## src/rtl/lsu_req.sv

```systemverilog
// rtl/lsu_req.sv - load/store request sequencer with byte-wise misaligned load support
module lsu_req (
  input  logic        clk,
  input  logic        rst,
  input  logic        req_valid,
  output logic        req_ready,
  input  logic        req_we,
  input  logic [2:0]  req_funct3,
  input  logic [31:0] req_addr,
  input  logic [31:0] req_wdata,
  output logic        resp_valid,
  output logic [31:0] resp_rdata,
  output logic        resp_misalign,
  output logic        resp_err,
  output logic [3:0]  wmem,
  output logic [4:0]  rmem,
  output logic [31:0] mem_addr,
  output logic [31:0] store_data,
  input  logic [31:0] load_data
);

  typedef enum logic [1:0] {S_IDLE, S_ACCESS, S_BYTE, S_RESP} state_t;

  state_t      r_state;
  state_t      w_next;

  logic        r_we;
  logic [2:0]  r_funct3;
  logic [31:0] r_addr;
  logic [31:0] r_wdata;
  logic [31:0] r_result;
  logic [1:0]  r_cnt;
  logic        r_err;
  logic        r_misalign;

  logic        w_accept;
  logic        w_req_legal;
  logic        w_req_aligned;
  logic [3:0]  w_mask;
  logic        w_sign;
  logic [31:0] w_baddr;
  logic [1:0]  w_last;
  logic [31:0] w_assembled;
  logic [31:0] w_extended;

  // Request decode: legality and natural alignment of the incoming access
  always_comb begin
    w_accept      = req_valid && (r_state == S_IDLE);
    if (req_we)
      w_req_legal = (req_funct3[2] == 1'b0) && (req_funct3[1:0] != 2'b11);
    else
      w_req_legal = (req_funct3[1:0] != 2'b11) && (req_funct3 != 3'b110);
    case (req_funct3[1:0])
      2'b00:   w_req_aligned = 1'b1;
      2'b01:   w_req_aligned = (req_addr[0] == 1'b0);
      default: w_req_aligned = (req_addr[1:0] == 2'b00);
    endcase
  end

  // Registered-request datapath helpers: lane mask, sign flag, byte address, assembly
  always_comb begin
    case (r_funct3[1:0])
      2'b00:   w_mask = 4'b0001 << r_addr[1:0];
      2'b01:   w_mask = 4'b0011 << r_addr[1:0];
      default: w_mask = 4'b1111;
    endcase
    w_sign  = ~r_funct3[2] && (r_funct3[1:0] != 2'b10);
    w_baddr = r_addr + {30'd0, r_cnt};
    w_last  = (r_funct3[1:0] == 2'b01) ? 2'd1 : 2'd3;
    w_assembled = r_result;
    case (r_cnt)
      2'd0:    w_assembled[7:0]   = load_data[7:0];
      2'd1:    w_assembled[15:8]  = load_data[7:0];
      2'd2:    w_assembled[23:16] = load_data[7:0];
      default: w_assembled[31:24] = load_data[7:0];
    endcase
    if (r_funct3[1:0] == 2'b01)
      w_extended = {{16{~r_funct3[2] & w_assembled[15]}}, w_assembled[15:0]};
    else
      w_extended = w_assembled;
  end

  // State register
  always_ff @(posedge clk or posedge rst) begin
    if (rst) r_state <= S_IDLE;
    else     r_state <= w_next;
  end

  // Next-state and output decode; memory and response outputs are zero unless their state drives them
  always_comb begin
    w_next        = r_state;
    req_ready     = 1'b0;
    resp_valid    = 1'b0;
    resp_rdata    = 32'd0;
    resp_misalign = 1'b0;
    resp_err      = 1'b0;
    wmem          = 4'd0;
    rmem          = 5'd0;
    mem_addr      = 32'd0;
    store_data    = 32'd0;
    case (r_state)
      S_IDLE: begin
        req_ready = 1'b1;
        if (w_accept) begin
          if (!w_req_legal || (req_we && !w_req_aligned)) w_next = S_RESP;
          else if (w_req_aligned)                        w_next = S_ACCESS;
          else                                            w_next = S_BYTE;
        end
      end
      S_ACCESS: begin
        mem_addr = {2'b00, r_addr[31:2]};
        if (r_we) begin
          wmem       = w_mask;
          store_data = r_wdata;
        end else begin
          rmem = {w_sign, w_mask};
        end
        w_next = S_RESP;
      end
      S_BYTE: begin
        mem_addr = {2'b00, w_baddr[31:2]};
        rmem     = {1'b0, 4'b0001 << w_baddr[1:0]};
        if (r_cnt == w_last) w_next = S_RESP;
      end
      default: begin
        resp_valid    = 1'b1;
        resp_err      = r_err;
        resp_misalign = r_misalign & ~r_err;
        resp_rdata    = (!r_we && !r_err) ? r_result : 32'd0;
        w_next        = S_IDLE;
      end
    endcase
  end

  // Request capture on accept, load result capture in ACCESS, byte assembly in BYTE
  always_ff @(posedge clk or posedge rst) begin
    if (rst) begin
      r_we       <= 1'b0;
      r_funct3   <= 3'd0;
      r_addr     <= 32'd0;
      r_wdata    <= 32'd0;
      r_result   <= 32'd0;
      r_cnt      <= 2'd0;
      r_err      <= 1'b0;
      r_misalign <= 1'b0;
    end else if (w_accept) begin
      r_we       <= req_we;
      r_funct3   <= req_funct3;
      r_addr     <= req_addr;
      r_wdata    <= req_wdata;
      r_result   <= 32'd0;
      r_cnt      <= 2'd0;
      r_err      <= ~w_req_legal;
      r_misalign <= w_req_legal & req_we & ~w_req_aligned;
    end else if (r_state == S_ACCESS) begin
      if (!r_we) r_result <= load_data;
    end else if (r_state == S_BYTE) begin
      r_cnt <= r_cnt + 2'd1;
      if (r_cnt == w_last) r_result <= w_extended;
      else                 r_result <= w_assembled;
    end
  end

endmodule

```

## config.mk

```make
export PLATFORM = sky130hd
export DESIGN_NAME = lsu_req
export DESIGN_NICKNAME = d
export VERILOG_FILES = /design/src/rtl/lsu_req.sv
export SDC_FILE = /design/constraint.sdc
export NUM_CORES = 1
export LEC_CHECK = 0
export ABC_AREA = 0
export ABC_CLOCK_PERIOD_IN_PS = 6300
export CAP_MARGIN = 20
export CORE_AREA = 2 2 118 142
export CTS_CLUSTER_DIAMETER = 30
export DETAILED_ROUTE_END_ITERATION = 10
export DIE_AREA = 0 0 120 144
export HOLD_SLACK_MARGIN = 0.03
export PLACE_DENSITY = 0.74
export SYNTH_ARGS = -nofsm -noshare
export SYNTH_HDL_FRONTEND = slang
export SYNTH_SLANG_ARGS = --single-unit
```

## constraint.sdc

```tcl
create_clock -name clk -period 6.3 [get_ports clk]
set_input_delay 0.63 -clock clk [delete_from_list [all_inputs] [get_ports clk]]
set_output_delay 0.63 -clock clk [all_outputs]
set_load 0.02 [all_outputs]
```

# After elaboration in Yosys (flattened, before gate mapping)
# Cells that the tools add are included.
[classes] eq_ne=14 bitwise_logic=10 add_sub_neg=2 muxes=35 n_reduce_logical=23 shift=3
[ops] op="2-to-1 mux 32 bit" n=10
[ops] op="one-hot mux 30 bit (2 select lines)" n=1
[ops] op="adder 32 x 2 -> 32 bit" n=1
[ops] op="2-to-1 mux 8 bit" n=4
[ops] op="2-to-1 mux 2 bit" n=8
[ops] op="logical NOT 2 bit" n=5
[ops] op="!= test 2 bit (second input constant)" n=5
[ops] op="one-hot mux 5 bit (2 select lines)" n=1
[ops] op="equality test 2 x 1 -> 1 bit (second input constant)" n=4
[ops] op="2-to-1 mux 4 bit" n=2
[ops] op="one-hot mux 4 bit (2 select lines)" n=1
[ops] op="<< shifter 1 x 2 -> 4 bit (first input constant)" n=2
[ops] op="logical AND 1 bit" n=6
[ops] op="!= test 3 bit (second input constant)" n=2
[ops] op="NOT 1 bit" n=6
[ops] op="one-hot mux 2 bit (3 select lines)" n=1
[ops] op="AND reduction 2 bit" n=3
[ops] op="OR reduction 3 bit" n=2
[ops] op="2-to-1 mux 1 bit" n=5
[ops] op="2-to-1 mux 5 bit" n=1
[ops] op="AND 1 bit" n=4
[ops] op="equality test 2 bit (second input constant)" n=2
[ops] op="logical NOT 1 bit" n=4
[ops] op="<< shifter 2 x 2 -> 4 bit (first input constant)" n=1
[ops] op="6 further kinds" n=6
[word_totals] register_bits=106 input_bits=103

# Depth between registers and ports, before layout
[depth] depth_word=8 mapped_depth=9 mapped_depth_nobuf=7

# Least setup slack after synthesis
# OpenSTA, ideal clock, no wires.
[synth_path] kind="register -> output" start="register r_cnt[0]" end="output port mem_addr[28]" t_arrival_ns=2.337 t_required_ns=5.670 n_path_buf=0 slack_ns=3.333 stages_incl_launch_ff=7 cell_sequence="dfrtp_1 > ha_1 > fa_1 > nand4_1 > nor4_4 > nand2_4 > o41ai_1"
[synth_via] elab_chain_len=2
[synth_rtl] item="from (decl)" line_no="32" rtl="logic [1:0] r_cnt;"
[synth_rtl] item="from (signal assigned)" line_no="158" rtl="r_cnt <= r_cnt + 2'd1;"
[synth_rtl] item="adder 32 x 2 -> 32 bit" line_no="68" rtl="w_baddr = r_addr + {30'd0, r_cnt};"
[synth_rtl] item="one-hot mux 30 bit (2 select lines)" line_no="101" rtl="case (r_state)"
[synth_rtl] item="to (decl)" line_no="17" rtl="output logic [31:0] mem_addr,"
# Every way passes these cells.

# Final worst setup path
[layout_path] start="register r_state[1]" end="output port mem_addr[12]"
[layout_via] elab_chain_len=2
[layout_rtl] item="from (decl)" line_no="24" rtl="state_t r_state;"
[layout_rtl] item="from (signal assigned)" line_no="86" rtl="else r_state <= w_next;"
[layout_rtl] item="equality test 2 bit or equality test 2 x 1 -> 1 bit (tied branches)" line_no="101"
[layout_rtl] item="one-hot mux 30 bit (2 select lines) *" line_no="101"
# Every way passes the cells marked *; elsewhere a longest branch is shown, timed or not.

==> flow_summary.ini <==
[yosys]
synth_area_leaders = dfrtp_1 43%, nand2_1 14%, o21ai_0 4.4%
async_flop_share_pct = 100
postSynthCellCount = 779
synth_cell_types = 58
syn-mean-instance-area_sq_um = 8.01
seq_area_frac_synth_pct = 42.5
synth_seq_cells = 106
syn-cell-area_sq_mm = 0.00624
yosysTopAreaCell = dfrtp_1
netlist.area_leader.share_pct = 42.5
synth_edf_count = 0
synth_ff_type = dfrtp_1
ys_warn_count = 0

[floorplan]
start_util_pct = 39.0
top_level_ports = 212
die_h_microns = 144
design.core.area_sq_mm = 0.0160
die_w_microns = 120
dieArea_sq_mm = 0.0173
row_count = 51

[clock_tree]
clk-insertion-delay-late_ns = 0.36
clock_sinks = 106
cts_hold_buf = 0
cts_setup_buffers = 0
clock-root-buffer = clkbuf_16
cts_tree = done
clk_pin_slew_ns = 0.07
cts_resized = 0
cts_buffer_depth = 2
htreeDepth = 3
cts_buffers = 9

[timing]
slew_violations = 0
rsz0062_at_grt = false
report.final.hold_viol_count = 0
timing.final.crit_share_pct = 63.9
tightest_slew_ns = 1.09
fin_tns_setup_ns = 0
max_freq_ghz = 0.249
setup_viol = 0
period_needed_ns = 4.02
relSlewSlack_pct = 27.4
skew_ns = 0.00743

[worst_setup_path]
critPathKind = reg -> out
path_buf_inv = 2
critPathMaxFanout = 30
cp-startpoint = r_state[1]
cp.depth = 7
r2r_cells = 8
r2r-end = r_result[31]
ff2ff_setup_slack_ns = 3.64
critPathLaunchType = flop
max_stage_delay_ns = 0.66
endpoint = mem_addr[12]
cp_top_family = simple AND/OR/NAND/NOR gates
timing.rr.start = r_state[1]
cp-end-kind = primary output
crit_chain = inv_1, ha_1, nand2_1, nor2_1, nand4_1, o21ai_0, clkdlybuf4s50_1
crit_slowest_cell = clkdlybuf4s50_1
critPathArrivalTime_ns = 3.39
worstPathRequired_ns = 5.67

[routing]
drt_iter0_drc = 360
ant_nets = 0
wl_per_cell_microns = 16.2
vias = 6072
drc_errors = 0
vias_per_cell = 5.19
drt_pass1_iterations = 4
routed_wl_microns = 18900

[grt]
gr-usage-met3_pct = 3.39
grt-busiest-layer = met2
grtUsageMet2_pct = 37.1
grtUsageMet1_pct = 27.8
grt_pass1_vias = 5552
grt_remaining_overflow = 0
grt_pass1_wl_microns = 29900
grtUsageTotal_pct = 21.9
antenna_found_initial = 2
grt_max_degree = 79

[final_layout]
seq_area_sq_mm = 0.00265
multi_input_area_sq_mm = 0.00331
syn_to_final_growth_pct = 40.1
drive_gt1_share_pct = 4.08
fill_cells = 1519
nNetsFinal = 1065

[power_and_ir_drop]
p_comb_share_pct = 52.0
p_total_mw = 3.92
p_switching_mw = 1.75
power_frac_clock_pct = 14.7
p_leak_nw = 3.94
p_per_area_mw_per_mm2 = 449
power.sequential.fraction_pct = 33.3
sw_frac_of_total_pct = 44.6
ir_drop_mv = 0.200
p_int_mw = 2.17

[status]
outcome = completed

[placement]
io_buffer_count = 209
gp_congestion = 0.796
dpl.hpwl_microns = 13200

[flow_run]
max_cap_viol_count = 0

[hold_path]
hold_path.class = reg -> reg
-- power by group through the flow --
stage | logic (mW) | registers (mW) | clock network, mW
after floorplan | 1.41 | 1.20 | 0
after global placement | 2.02 | 1.30 | 0
after detailed placement | 2.04 | 1.31 | 0
after CTS | 2.05 | 1.30 | 0.592
after global routing | 2.26 | 1.36 | 0.614
final | 2.04 | 1.31 | 0.576
-- tightest hold or removal path: stages, from the launching register on --
cell and delay (ns):
dfrtp_1 0.34, nand2_1 0.05, nand2_1 0.05
-- cell usage after synthesis, types with 2 or more instances --
master	count
nor4_4	2
o31a_1	2
nor2_1	29
o211ai_1	3
inv_1	17
nor3b_1	3
mux2i_1	17
a41oi_1	3
or4_1	3
nor3_1	4
nand4_1	12
nand2_1	236
o22ai_1	2
and2_1	43
buf_4	3
buf_2	2
or3_1	4
dfrtp_1	106
o41ai_1	3
a211o_1	2
o21ai_0	55
and3b_1	2
clkbuf_1	46
ha_1	10
a21oi_1	41
mux2_2	3
a21o_1	2
nand3_1	22
a221o_1	16
nand2b_1	4
and3_1	38
o31ai_1	4
a31oi_1	4
buf_1	5
a22oi_1	7
nor4_1	2
-- worst min path at each step --
stage	startpoint	to	slack, ns	depth (start not counted)
finish	r_wdata[24]	r_wdata[24]	0.47	2
global route	r_wdata[5]	r_wdata[5]	0.49	2
CTS	r_wdata[24]	r_wdata[24]	0.47	2
detailed placement	r_wdata[31]	r_wdata[31]	0.45	2
global placement	r_wdata[10]	r_wdata[10]	0.45	2
floorplan	r_misalign	r_misalign	0.44	2
-- placed cells by master, fill, tap and decap left out, types with 9 or more instances in the layout --
master             n
nand2_1          235
clkdlybuf4s50_1  209
dfrtp_1          106
o21ai_0           55
and2_1            42
a21oi_1           41
and3_1            38
nor2_1            29
nand3_1           22
mux2i_1           17
inv_1             16
a221o_1           16
nand4_1           12
ha_1              10
clkbuf_16          9
-- final cells by class --
cell class / instances / share of cell area (%)
antenna: 2 / 0.0573
clock buffer: 10 / 2.62
clock inverter: 6 / 0.744
inverter: 17 / 0.759
multi-input combinational: 601 / 37.9
sequential: 106 / 30.3
tap: 212 / 3.03
timing repair buffer: 216 / 24.5
-- metal layers --
layer  part of all wire, %  vias up
met4                   2.2        0
met5                     0        -
met3                   4.7       19
met2                    51      154
li1                      -     3014
met1                    43     2885
-- registers in the layout, indices dropped and copies added, names as in the netlist --
signal,flops
r_state,2
r_wdata,32
r_addr,32
r_funct3,3
r_misalign,1
r_err,1
r_cnt,2
r_we,1
r_result,32
-- logic make-up after synthesis --
| kind of cell | count (synthesis) | synth area share [%] |
|---|---|---|
| multiplexers | 20 | 3.27 |
| adder cells (fa/ha/maj) | 11 | 2.33 |
| buffers and inverters | 73 | 4.61 |
| AND/OR/NAND/NOR | 413 | 31.5 |
| other | 1 | 0.0601 |
| flip-flops | 106 | 42.5 |
| XOR/XNOR | 2 | 0.281 |
| AO/OA/AOI/OAI | 153 | 15.4 |
-- per-stage QoR --
stage,hold WS [ns],util [%],worst slack [ns],area [sq um],cells
global route,0.488,54.6,2.04,8740,1170
CTS,0.472,54.5,2.29,8740,1168
global placement,0.451,52.7,2.75,8440,1152
floorplan,0.436,-,2.88,6240,780
detailed placement,0.454,52.7,2.71,8440,1152
finish,0.469,54.6,2.28,8740,1170
Note: power is estimated with default switching activity, not from simulation.
